[src/rtl/mem_arb_pkg.sv]
// Shared types and helpers for the instruction/data memory arbiter.
//   state_e : arbiter FSM states (IDLE, REQ, WAIT)
//   grant_e : which requester owns the current bus transaction
package mem_arb_pkg;

  localparam int unsigned AW_DEF = 32;
  localparam int unsigned DW_DEF = 32;

  typedef enum logic [1:0] {
    ST_IDLE = 2'd0,
    ST_REQ  = 2'd1,
    ST_WAIT = 2'd2
  } state_e;

  typedef enum logic {
    GNT_INST = 1'b0,
    GNT_DATA = 1'b1
  } grant_e;

  // Byte-enable width for a given data width.
  function automatic int unsigned wen_width(input int unsigned dw);
    return dw / 8;
  endfunction

endpackage

[src/rtl/mem_arbiter_if.sv]
// Bundles for the arbiter's two sides.
//   mem_cpu_if : fetch (inst_*) and mem-stage (data_*) requests, done pulses,
//                read data and stall requests. master = pipeline, slave = arbiter.
//   mem_bus_if : SRAM-style bus with address phase (bus_req/bus_addr_ok) and
//                data phase (bus_data_ok/bus_rdata). master = arbiter, slave = memory.
interface mem_cpu_if
  import mem_arb_pkg::*;
#(
  parameter int unsigned AW = AW_DEF,
  parameter int unsigned DW = DW_DEF
);
  localparam int unsigned WW = wen_width(DW);

  logic          inst_req;
  logic [AW-1:0] inst_addr;
  logic [DW-1:0] inst_rdata;
  logic          inst_done;
  logic          inst_stall;

  logic          data_req;
  logic          data_wr;
  logic [WW-1:0] data_wen;
  logic [AW-1:0] data_addr;
  logic [DW-1:0] data_wdata;
  logic [DW-1:0] data_rdata;
  logic          data_done;
  logic          data_stall;

  modport master (
    output inst_req, inst_addr,
    output data_req, data_wr, data_wen, data_addr, data_wdata,
    input  inst_rdata, inst_done, inst_stall,
    input  data_rdata, data_done, data_stall
  );

  modport slave (
    input  inst_req, inst_addr,
    input  data_req, data_wr, data_wen, data_addr, data_wdata,
    output inst_rdata, inst_done, inst_stall,
    output data_rdata, data_done, data_stall
  );
endinterface

interface mem_bus_if
  import mem_arb_pkg::*;
#(
  parameter int unsigned AW = AW_DEF,
  parameter int unsigned DW = DW_DEF
);
  localparam int unsigned WW = wen_width(DW);

  logic          bus_req;
  logic          bus_wr;
  logic [WW-1:0] bus_wen;
  logic [AW-1:0] bus_addr;
  logic [DW-1:0] bus_wdata;
  logic          bus_addr_ok;
  logic          bus_data_ok;
  logic [DW-1:0] bus_rdata;

  modport master (
    output bus_req, bus_wr, bus_wen, bus_addr, bus_wdata,
    input  bus_addr_ok, bus_data_ok, bus_rdata
  );

  modport slave (
    input  bus_req, bus_wr, bus_wen, bus_addr, bus_wdata,
    output bus_addr_ok, bus_data_ok, bus_rdata
  );
endinterface

[src/rtl/mem_arbiter_arb_pick.sv]
// Two-input fixed-priority picker (data over inst) with a per-input mask.
//   i_inst_req/i_data_req   : raw request levels
//   i_mask_inst/i_mask_data : suppress a request for this cycle
//   o_valid_c               : some unmasked request exists
//   o_grant_c               : winning side
module arb_pick
  import mem_arb_pkg::*;
(
  input  logic   i_inst_req,
  input  logic   i_data_req,
  input  logic   i_mask_inst,
  input  logic   i_mask_data,
  output logic   o_valid_c,
  output grant_e o_grant_c
);

  logic w_inst;
  logic w_data;

  always_comb begin
    w_inst    = i_inst_req & ~i_mask_inst;
    w_data    = i_data_req & ~i_mask_data;
    o_valid_c = w_inst | w_data;
    o_grant_c = w_data ? GNT_DATA : GNT_INST;
  end

endmodule

[src/rtl/mem_arbiter.sv]
// Arbitrates fetch and mem-stage requests onto one SRAM-style bus, one
// transaction outstanding, data side first.
//   clk, rst : clock and synchronous active-high reset
//   cpu      : mem_cpu_if.slave  - requests in; done pulses, rdata, stalls out
//   bus      : mem_bus_if.master - bus address/data phases
module mem_arbiter
  import mem_arb_pkg::*;
#(
  parameter int unsigned AW = AW_DEF,
  parameter int unsigned DW = DW_DEF
)(
  input  logic      clk,
  input  logic      rst,
  mem_cpu_if.slave  cpu,
  mem_bus_if.master bus
);

  localparam int unsigned WW = wen_width(DW);

  state_e        r_state, w_state_nxt;
  grant_e        r_grant, w_grant_nxt;
  logic          r_wr,    w_wr_nxt;
  logic [WW-1:0] r_wen,   w_wen_nxt;
  logic [AW-1:0] r_addr,  w_addr_nxt;
  logic [DW-1:0] r_wdata, w_wdata_nxt;
  logic [DW-1:0] r_inst_rdata;
  logic [DW-1:0] r_data_rdata;

  logic          w_done;
  logic          w_inst_done;
  logic          w_data_done;
  logic          w_mask_inst;
  logic          w_mask_data;
  logic          w_pick_valid;
  grant_e        w_pick_grant;

  // Completion is only meaningful in WAIT; data_ok elsewhere is ignored.
  assign w_done      = (r_state == ST_WAIT) & bus.bus_data_ok;
  assign w_inst_done = w_done & (r_grant == GNT_INST);
  assign w_data_done = w_done & (r_grant == GNT_DATA);

  // The side completing this cycle still holds its request; mask it out.
  assign w_mask_inst = w_inst_done;
  assign w_mask_data = w_data_done;

  arb_pick u_pick (
    .i_inst_req  (cpu.inst_req),
    .i_data_req  (cpu.data_req),
    .i_mask_inst (w_mask_inst),
    .i_mask_data (w_mask_data),
    .o_valid_c   (w_pick_valid),
    .o_grant_c   (w_pick_grant)
  );

  // Next-state and latched bus fields.
  always_comb begin
    w_state_nxt = r_state;
    w_grant_nxt = r_grant;
    w_wr_nxt    = r_wr;
    w_wen_nxt   = r_wen;
    w_addr_nxt  = r_addr;
    w_wdata_nxt = r_wdata;

    case (r_state)
      ST_IDLE: begin
        if (w_pick_valid) begin
          w_state_nxt = ST_REQ;
        end
      end
      ST_REQ: begin
        if (bus.bus_addr_ok) begin
          w_state_nxt = ST_WAIT;
        end
      end
      ST_WAIT: begin
        if (bus.bus_data_ok) begin
          w_state_nxt = w_pick_valid ? ST_REQ : ST_IDLE;
        end
      end
      default: begin
        w_state_nxt = ST_IDLE;
      end
    endcase

    // Capture the winner's fields whenever a new transaction is launched.
    if ((w_state_nxt == ST_REQ) && (r_state != ST_REQ)) begin
      w_grant_nxt = w_pick_grant;
      if (w_pick_grant == GNT_DATA) begin
        w_wr_nxt    = cpu.data_wr;
        w_wen_nxt   = cpu.data_wen;
        w_addr_nxt  = cpu.data_addr;
        w_wdata_nxt = cpu.data_wdata;
      end else begin
        w_wr_nxt    = 1'b0;
        w_wen_nxt   = '0;
        w_addr_nxt  = cpu.inst_addr;
        w_wdata_nxt = '0;
      end
    end
  end

  // State, latched fields and per-side read-data holding registers.
  always_ff @(posedge clk) begin
    if (rst) begin
      r_state      <= ST_IDLE;
      r_grant      <= GNT_INST;
      r_wr         <= 1'b0;
      r_wen        <= '0;
      r_addr       <= '0;
      r_wdata      <= '0;
      r_inst_rdata <= '0;
      r_data_rdata <= '0;
    end else begin
      r_state <= w_state_nxt;
      r_grant <= w_grant_nxt;
      r_wr    <= w_wr_nxt;
      r_wen   <= w_wen_nxt;
      r_addr  <= w_addr_nxt;
      r_wdata <= w_wdata_nxt;
      if (w_inst_done) begin
        r_inst_rdata <= bus.bus_rdata;
      end
      if (w_data_done && !r_wr) begin
        r_data_rdata <= bus.bus_rdata;
      end
    end
  end

  // Bus side.
  assign bus.bus_req   = (r_state == ST_REQ);
  assign bus.bus_wr    = r_wr;
  assign bus.bus_wen   = r_wen;
  assign bus.bus_addr  = r_addr;
  assign bus.bus_wdata = r_wdata;

  // CPU side: done and read data pass through in the completion cycle.
  assign cpu.inst_done  = w_inst_done;
  assign cpu.data_done  = w_data_done;
  assign cpu.inst_rdata = w_inst_done ? bus.bus_rdata : r_inst_rdata;
  assign cpu.data_rdata = (w_data_done && !r_wr) ? bus.bus_rdata : r_data_rdata;
  assign cpu.inst_stall = cpu.inst_req & ~w_inst_done;
  assign cpu.data_stall = cpu.data_req & ~w_data_done;

endmodule
[src/flat_wrapper.sv]
// flat-port wrapper written by rule: the top's interface ports become plain ports
module mem_arbiter_flat import mem_arb_pkg::*;
#(
  parameter int unsigned AW = AW_DEF,
  parameter int unsigned DW = DW_DEF
)
  (clk, rst, cpu_inst_req, cpu_inst_addr, cpu_data_req, cpu_data_wr, cpu_data_wen, cpu_data_addr, cpu_data_wdata, cpu_inst_rdata, cpu_inst_done, cpu_inst_stall, cpu_data_rdata, cpu_data_done, cpu_data_stall, bus_bus_req, bus_bus_wr, bus_bus_wen, bus_bus_addr, bus_bus_wdata, bus_bus_addr_ok, bus_bus_data_ok, bus_bus_rdata);
  mem_cpu_if #(.AW(AW), .DW(DW)) cpu_i ();
  mem_bus_if #(.AW(AW), .DW(DW)) bus_i ();
  input  logic clk;
  input  logic rst;
  input wire logic [$bits(cpu_i.inst_req)-1:0] cpu_inst_req;
  input wire logic [$bits(cpu_i.inst_addr)-1:0] cpu_inst_addr;
  input wire logic [$bits(cpu_i.data_req)-1:0] cpu_data_req;
  input wire logic [$bits(cpu_i.data_wr)-1:0] cpu_data_wr;
  input wire logic [$bits(cpu_i.data_wen)-1:0] cpu_data_wen;
  input wire logic [$bits(cpu_i.data_addr)-1:0] cpu_data_addr;
  input wire logic [$bits(cpu_i.data_wdata)-1:0] cpu_data_wdata;
  output wire logic [$bits(cpu_i.inst_rdata)-1:0] cpu_inst_rdata;
  output wire logic [$bits(cpu_i.inst_done)-1:0] cpu_inst_done;
  output wire logic [$bits(cpu_i.inst_stall)-1:0] cpu_inst_stall;
  output wire logic [$bits(cpu_i.data_rdata)-1:0] cpu_data_rdata;
  output wire logic [$bits(cpu_i.data_done)-1:0] cpu_data_done;
  output wire logic [$bits(cpu_i.data_stall)-1:0] cpu_data_stall;
  output wire logic [$bits(bus_i.bus_req)-1:0] bus_bus_req;
  output wire logic [$bits(bus_i.bus_wr)-1:0] bus_bus_wr;
  output wire logic [$bits(bus_i.bus_wen)-1:0] bus_bus_wen;
  output wire logic [$bits(bus_i.bus_addr)-1:0] bus_bus_addr;
  output wire logic [$bits(bus_i.bus_wdata)-1:0] bus_bus_wdata;
  input wire logic [$bits(bus_i.bus_addr_ok)-1:0] bus_bus_addr_ok;
  input wire logic [$bits(bus_i.bus_data_ok)-1:0] bus_bus_data_ok;
  input wire logic [$bits(bus_i.bus_rdata)-1:0] bus_bus_rdata;
  assign cpu_i.inst_req = cpu_inst_req;
  assign cpu_i.inst_addr = cpu_inst_addr;
  assign cpu_i.data_req = cpu_data_req;
  assign cpu_i.data_wr = cpu_data_wr;
  assign cpu_i.data_wen = cpu_data_wen;
  assign cpu_i.data_addr = cpu_data_addr;
  assign cpu_i.data_wdata = cpu_data_wdata;
  assign cpu_inst_rdata = cpu_i.inst_rdata;
  assign cpu_inst_done = cpu_i.inst_done;
  assign cpu_inst_stall = cpu_i.inst_stall;
  assign cpu_data_rdata = cpu_i.data_rdata;
  assign cpu_data_done = cpu_i.data_done;
  assign cpu_data_stall = cpu_i.data_stall;
  assign bus_bus_req = bus_i.bus_req;
  assign bus_bus_wr = bus_i.bus_wr;
  assign bus_bus_wen = bus_i.bus_wen;
  assign bus_bus_addr = bus_i.bus_addr;
  assign bus_bus_wdata = bus_i.bus_wdata;
  assign bus_i.bus_addr_ok = bus_bus_addr_ok;
  assign bus_i.bus_data_ok = bus_bus_data_ok;
  assign bus_i.bus_rdata = bus_bus_rdata;
  mem_arbiter #(.AW(AW), .DW(DW)) u_core (.clk(clk), .rst(rst), .cpu(cpu_i), .bus(bus_i));
endmodule
[config.mk]
export PLATFORM = sky130hd
export DESIGN_NAME = mem_arbiter_flat
export DESIGN_NICKNAME = d
export VERILOG_FILES = /design/src/rtl/mem_arb_pkg.sv /design/src/rtl/mem_arbiter_if.sv /design/src/rtl/mem_arbiter_arb_pick.sv /design/src/rtl/mem_arbiter.sv /design/src/flat_wrapper.sv
export SDC_FILE = /design/constraint.sdc
export NUM_CORES = 1
export LEC_CHECK = 0
export CORE_MARGIN = 2
export CORE_UTILIZATION = 30
export CTS_CLUSTER_DIAMETER = 200
export DETAILED_ROUTE_END_ITERATION = 8
export PLACE_DENSITY = 0.67
export SLEW_MARGIN = 40
export SYNTH_ARGS = -nofsm -noshare
export SYNTH_HDL_FRONTEND = slang
export SYNTH_SLANG_ARGS = --single-unit
export TNS_END_PERCENT = 30
[constraint.sdc]
create_clock -name clk -period 1.6 [get_ports clk]
set_input_delay 0.32 -clock clk [delete_from_list [all_inputs] [get_ports clk]]
set_output_delay 0.32 -clock clk [all_outputs]
set_load 0.02 [all_outputs]
## Word-level counts from Yosys, hierarchy flattened

Index checks and enable logic that the tools add are counted.

| cells by class | value |
|---|---|
| eq/ne operators | 4 |
| mux-type cells | 12 |
| bitwise logic cells | 9 |
| reduce and logical (&&, ||, !) cells | 4 |

Operator list:

| operator | count |
|---|---|
| 2-to-1 mux 32 bit | 4 |
| 2-to-1 mux 2 bit | 3 |
| one-hot mux 2 bit (3 select lines) | 1 |
| bitwise AND 1 bit | 5 |
| equality test 2 x 1 -> 1 bit, second input constant | 2 |
| 2-to-1 mux 4 bit | 1 |
| 2-to-1 mux 1 bit | 3 |
| NOT 1 bit | 3 |
| equality test 2 bit, second input constant | 1 |
| logical AND 1 bit | 2 |
| logical NOT 2 bit | 1 |
| inequality test 2 x 1 -> 1 bit, second input constant | 1 |
| logical NOT 1 bit | 1 |
| bitwise OR 1 bit | 1 |

| storage, ports and cells | value |
|---|---|
| bits in registers | 136 |
| input bits | 139 |
| output and inout bits | 138 |
| word-level logic and storage cells | 37 |

## Longest topological paths before layout

| logic depth | value |
|---|---|
| depth after elaboration | 11 |
| depth in mapped cells | 6 |
| depth with buffers taken out | 4 |

## Modules after synthesis

A second synthesis with hierarchy kept.

| unflattened totals | value |
|---|---|
| cell total of the unflattened synthesis | 626 |
| area, all modules | 5,939.4 µm² |

By module, submodules not included:

| module | instances | cells an instance | area an instance (µm²) | sequential area each (µm²) |
|---|---|---|---|---|
| mem_arbiter | 1 | 623 | 5,914.4 | 2,722.6 |
| arb_pick | 1 | 3 | 25.0 | 0.0 |

## Worst setup path before layout

Ideal clock, no wire load.

| timing path | value |
|---|---|
| path type | register -> output |
| start point | register u_core.r_grant |
| end point | output port cpu_inst_rdata[23] |
| arrival | 1.346 ns |
| required time | 1.280 ns |
| setup slack | -0.066 ns |
| cell stages (with the launch flop) | 6 |
| buffers on the path | 3 |
| cell sequence | dfxtp_1 > buf_4 > and4bb_1 > buf_6 > buf_6 > mux2_4 |

| between the ends | value |
|---|---|
| longest elaborated chain between the ends | 3 |

RTL lines:

| element | line | text |
|---|---|---|
| start, declared | mem_arbiter.sv:21 | `grant_e r_grant, w_grant_nxt;` |
| start signal, assigned | mem_arbiter.sv:115 | `r_grant <= w_grant_nxt;` |
| NOT 1 bit | mem_arbiter.sv:39 | `assign w_inst_done = w_done & (r_grant == GNT_INST);` |
| bitwise AND 1 bit | mem_arbiter.sv:39 |  |
| named net cpu_inst_done | flat_wrapper.sv:20 | `output wire logic [$bits(cpu_i.inst_done)-1:0] cpu_inst_done;` |
| 2-to-1 mux 32 bit | mem_arbiter.sv:139 | `assign cpu.inst_rdata = w_inst_done ? bus.bus_rdata : r_inst_rdata;` |
| end, declared | flat_wrapper.sv:19 | `output wire logic [$bits(cpu_i.inst_rdata)-1:0] cpu_inst_rdata;` |

The timed path passes the listed nets, and every way through them passes these cells.

## Worst setup path in the final report

| timing path | value |
|---|---|
| start point | register u_core.r_grant |
| end point | output port cpu_inst_rdata[24] |

| between the ends | value |
|---|---|
| longest elaborated chain between the ends | 3 |

RTL lines:

| element | line |
|---|---|
| NOT 1 bit | mem_arbiter.sv:39 |
| bitwise AND 1 bit | mem_arbiter.sv:39 |
| 2-to-1 mux 32 bit | mem_arbiter.sv:139 |

No other way between the ends.

==> summary by stage <==
CTS
Clock tree synthesis selected as its root buffer the cell clkbuf_16. After clock tree synthesis, the clock-pin slew on the worst setup and hold paths is 0.06 ns. Counting the buffers created by CTS gives 17. The clock latency reported for the late side of the worst-skew pair is 0.41 ns. TritonCTS built the clock tree. The number of sinks handled by clock tree synthesis is 136. After clock tree synthesis, the flow added hold-fix buffers numbering 0. Counting along the longest clock path gives a buffer depth of 2. The H-tree was split into 4 levels.

Setup path
The count of buffering cells on the critical path with inverters included is 4. In this design, the stage delay of the slowest critical-path cell is 0.36 ns. The number of cells on the worst reg-to-reg path is 7. The type of the setup path with the least slack is reg2out. The kind of launch point of the worst setup path is a register.

The reg-to-reg setup timing slack is -0.13 ns. Traced cell by cell, the critical path runs through and4bb_4 -> buf_12 -> buf_12 -> buf_16 -> mux2_4 -> buf_6. The largest individual stage delay along the critical path comes from the cell and4bb_4.

The critical path crosses 6 cells after its start point. Data arrives at the worst endpoint at 1.90 ns. The worst setup path is captured at an output pin. STA puts the critical path data required time at 1.28 ns. In this run the critical register-to-register path is launched from u_core.r_grant$_SDFFE_PP0P_. The worst flop-to-flop path endpoint is u_core.r_inst_rdata[30]$_SDFF_PP0_. Broken down by cell family, the worst path's largest delay share belongs to buffers and inverters.

The most critical setup path has its startpoint at u_core.r_grant$_SDFFE_PP0P_. The highest fanout seen on the critical path is 6. The most frequent cell on the critical path is buf_12.

Floorplan
The width of the chip is 149.3 um. The floorplan die height is 149.3 um. The total I/O pin count is 277. The region available for standard cell placement spans 20890 um^2.

The area of the die is 22300 um^2. The initialized floorplan defines 53 standard-cell rows. For this configuration, the core starts out at a cell density of 30.33%.

Cells and area
The antenna diode count is 0. The commonest non-fill, non-tap cell in the layout is clkdlybuf4s50_1. Relative to the synthesized area, the layout overhead comes to 82.99%. The share of final-layout standard cells stronger than drive strength 1 is 33.89%. At the end of the flow, the number of nets in the layout was 1145. Leaving out fill and tap cells, the most frequent cells in the layout are clkdlybuf4s50_1, dfxtp_1, buf_6.

The number of fill cells is 1840. Cells fill 55.50% of the core in the end.

Logic synthesis
The cell count after synthesis came out at 694. Of the total synthesized cell area, the portion taken by AND, OR, NAND and NOR gates is 12.23%. The proportion of synthesized chip area in sequential cells is 42.98%. The compound-gate portion of the synthesized area is 29.84%. After synthesis the netlist holds a flip-flop and latch count of 136. After synthesis, the largest family of logic cells by area is compound AO/OA/AOI/OAI gates. The Yosys step of the flow raised 0 warnings. The synthesized netlist devotes 0% of its cell area to XOR and XNOR gates. The mean area per synthesized cell is 9.128 um^2. The total nets after synthesis is 833.

After synthesis the cells add up to 6335 um^2. The number of different library cells used by synthesis comes to 33. The share of synthesized area spent on multiplexers is 7.683%.

The synthesized-area fraction occupied by adder cells is 0%.

STA
The period utilization is 138.9%. The final clock skew is 0.009790 ns. The maximum clock frequency is 450.1 MHz. The final count of hold timing violations is 0. Setup slack on the critical path of the routed design comes to -0.6216 ns. Setup repair after global routing could not meet its margin everywhere.

The number of setup violations in the final report is 111. The measured slew at the worst slew-check pin is 0.3254 ns. The time the final worst path needs with I/O delays and setup is 2.222 ns. In this run the tightest slew margin relative to its limit is 78.31%. The max-slew violation count is 0.

Outcome
The run finished, with violations left. The checks that failed: setup timing.

Global route
The number of global-route vias before repair is 6799. The first global-routing pass estimated 38410 um of wire. The initial antenna violation count is 1.

Entering global routing, the biggest net connects 60 pins. The total overflow left after global routing is 0. Global routing used 21.95% of the available tracks.

Power
The design draws 10250 uW. The peak supply drop is 0.5903 mV. In this run the power density over the cells is 884.1 nW/um^2. The static power due to leakage is 0.004622 uW.

Flow run
The number of max-cap violations is 0.

Routing
After the first detailed-routing iteration, the DRC count stood at 290. The number of optimization iterations in the first detailed-route pass is 5. The number of vias in the routed layout is 7029. In this run the remaining antenna-violating nets after routing total 0.

The routed wire length per instance is 19.86 um. The total wire length is 25680 um. The number of design rule violations left after detail routing is 0. In the routed layout, each cell is associated on average with a via count of 5.436.

Min path
The worst hold path terminates at u_core.r_data_rdata[18]$_SDFF_PP0_. In this run the most critical hold path is launched from rst. The path class of the tightest hold or removal check is in2reg. The cell count of the worst hold path is 3.

Place
At the end of routability-driven placement, the weighted congestion stood at 0.7678. Buffers placed on the I/O ports in this run total 276. Detailed placement finished with a half-perimeter wire length of 14730 um.
[power breakdown]
group	leakage [uW]	internal (uW)	switching, uW	total [uW]
combinational	0.00321	1140	1320	2460
sequential	0.00111	3590	104	3690
clock	0.000299	2530	1570	4100
total	0.00462	7250	3000	10200
[tightest hold or removal path, cell delays in order]
cell	delay, ns
buf_4	0.13
buf_12	0.24
a21oi_2	0.05
[metal layers]
layer  track usage, %  routed length, um  up-vias
met3            6.177               1835       35
met4            5.952                411        2
li1                 -                  -     3276
met1            27.94              10820     3451
met2            36.47              12600      265
met5                0                 11        -
[metrics by stage]
| step | setup TNS [ns] | hold slack [ns] | cell area [um^2] | cells | setup WS, ns |
|---|---|---|---|---|---|
| floorplan | -1.073 | 0.4607 | 6347 | 694 | -0.03399 |
| global placement | -104.01 | 0.4614 | 9734 | 1218 | -0.9373 |
| detailed placement | -109.10 | 0.4687 | 9734 | 1218 | -0.9681 |
| CTS | -35.35 | 0.3813 | 11140 | 1279 | -0.6558 |
| global route | -47.35 | 0.4007 | 11590 | 1293 | -0.6777 |
| finish | -35.58 | 0.3852 | 11590 | 1293 | -0.6216 |
[cell type report]
cell class | count | area [um^2] | share of cell area, %
clock buffer | 19 | 452.9 | 3.907
clock inverter | 12 | 148.9 | 1.284
inverter | 4 | 17.52 | 0.1511
sequential | 136 | 2726 | 23.52
timing repair buffer | 387 | 4126 | 35.60
tap | 275 | 344.1 | 2.968
multi-input combinational | 460 | 3776 | 32.57
[worst max-delay path by stage]
stage,end,slack [ns]
final,cpu_inst_rdata[24],-0.62
after global routing,cpu_inst_rdata[15],-0.68
after CTS,cpu_inst_rdata[20],-0.66
after detailed placement,cpu_inst_rdata[0],-0.97
after global placement,cpu_inst_rdata[1],-0.94
after floorplan,cpu_inst_rdata[10],-0.03
[cell usage after synthesis]
master	number	area share (%)
buf_1	3	0.18
o21ai_1	5	0.39
and4bb_1	1	0.20
o22ai_2	1	0.20
o221ai_1	37	5.1
nor3b_1	1	0.12
mux2_2	5	0.89
nand3_1	64	5.1
o21ba_2	1	0.16
nand2_1	32	1.9
nand2b_1	3	0.30
inv_2	1	0.059
clkbuf_1	49	2.9
buf_4	3	0.36
a221oi_1	32	4.4
nor2b_1	39	3.9
nand4b_4	1	0.38
a311oi_1	32	4.4
o21a_1	1	0.12
nand3b_1	1	0.12
buf_8	2	0.47
o21bai_1	1	0.12
o211ai_1	37	4.4
a21oi_1	72	5.7
mux2i_1	1	0.16
buf_6	2	0.36
dfxtp_1	136	43
inv_1	3	0.18
mux2_4	28	6.6
o21ai_0	61	4.8
and3b_1	1	0.14
buf_2	35	2.8
nor2_1	3	0.18
[what timing repair did]
item | 4_1_cts | 5_1_grt
pin swaps | 30 | 28
gates resized for setup | 606 | 81
cloned | 8 | 1
hold endpoints to repair | 0 | 0
endpoints found under the setup margin | 208 | 152
buffers inserted | 23 | 15
[flip-flops by register name (all words and copies together), names as in the netlist]
name and cells:
u_core.bus.bus_addr 32, u_core.bus.bus_wdata 32, u_core.bus.bus_wen 4, u_core.bus.bus_wr 1
u_core.r_data_rdata 32, u_core.r_grant 1, u_core.r_inst_rdata 32, u_core.r_state 2
[cell families (layout without fill, tap and decap cells)]
kind of cell | Yosys count | in the layout
AOI/OAI and AO/OA | 280 | 280
and+or+nand+nor | 146 | 146
DFF | 136 | 136
muxes | 34 | 34
buffers and inverters | 98 | 422
Note: power is estimated with default switching activity, not from simulation.
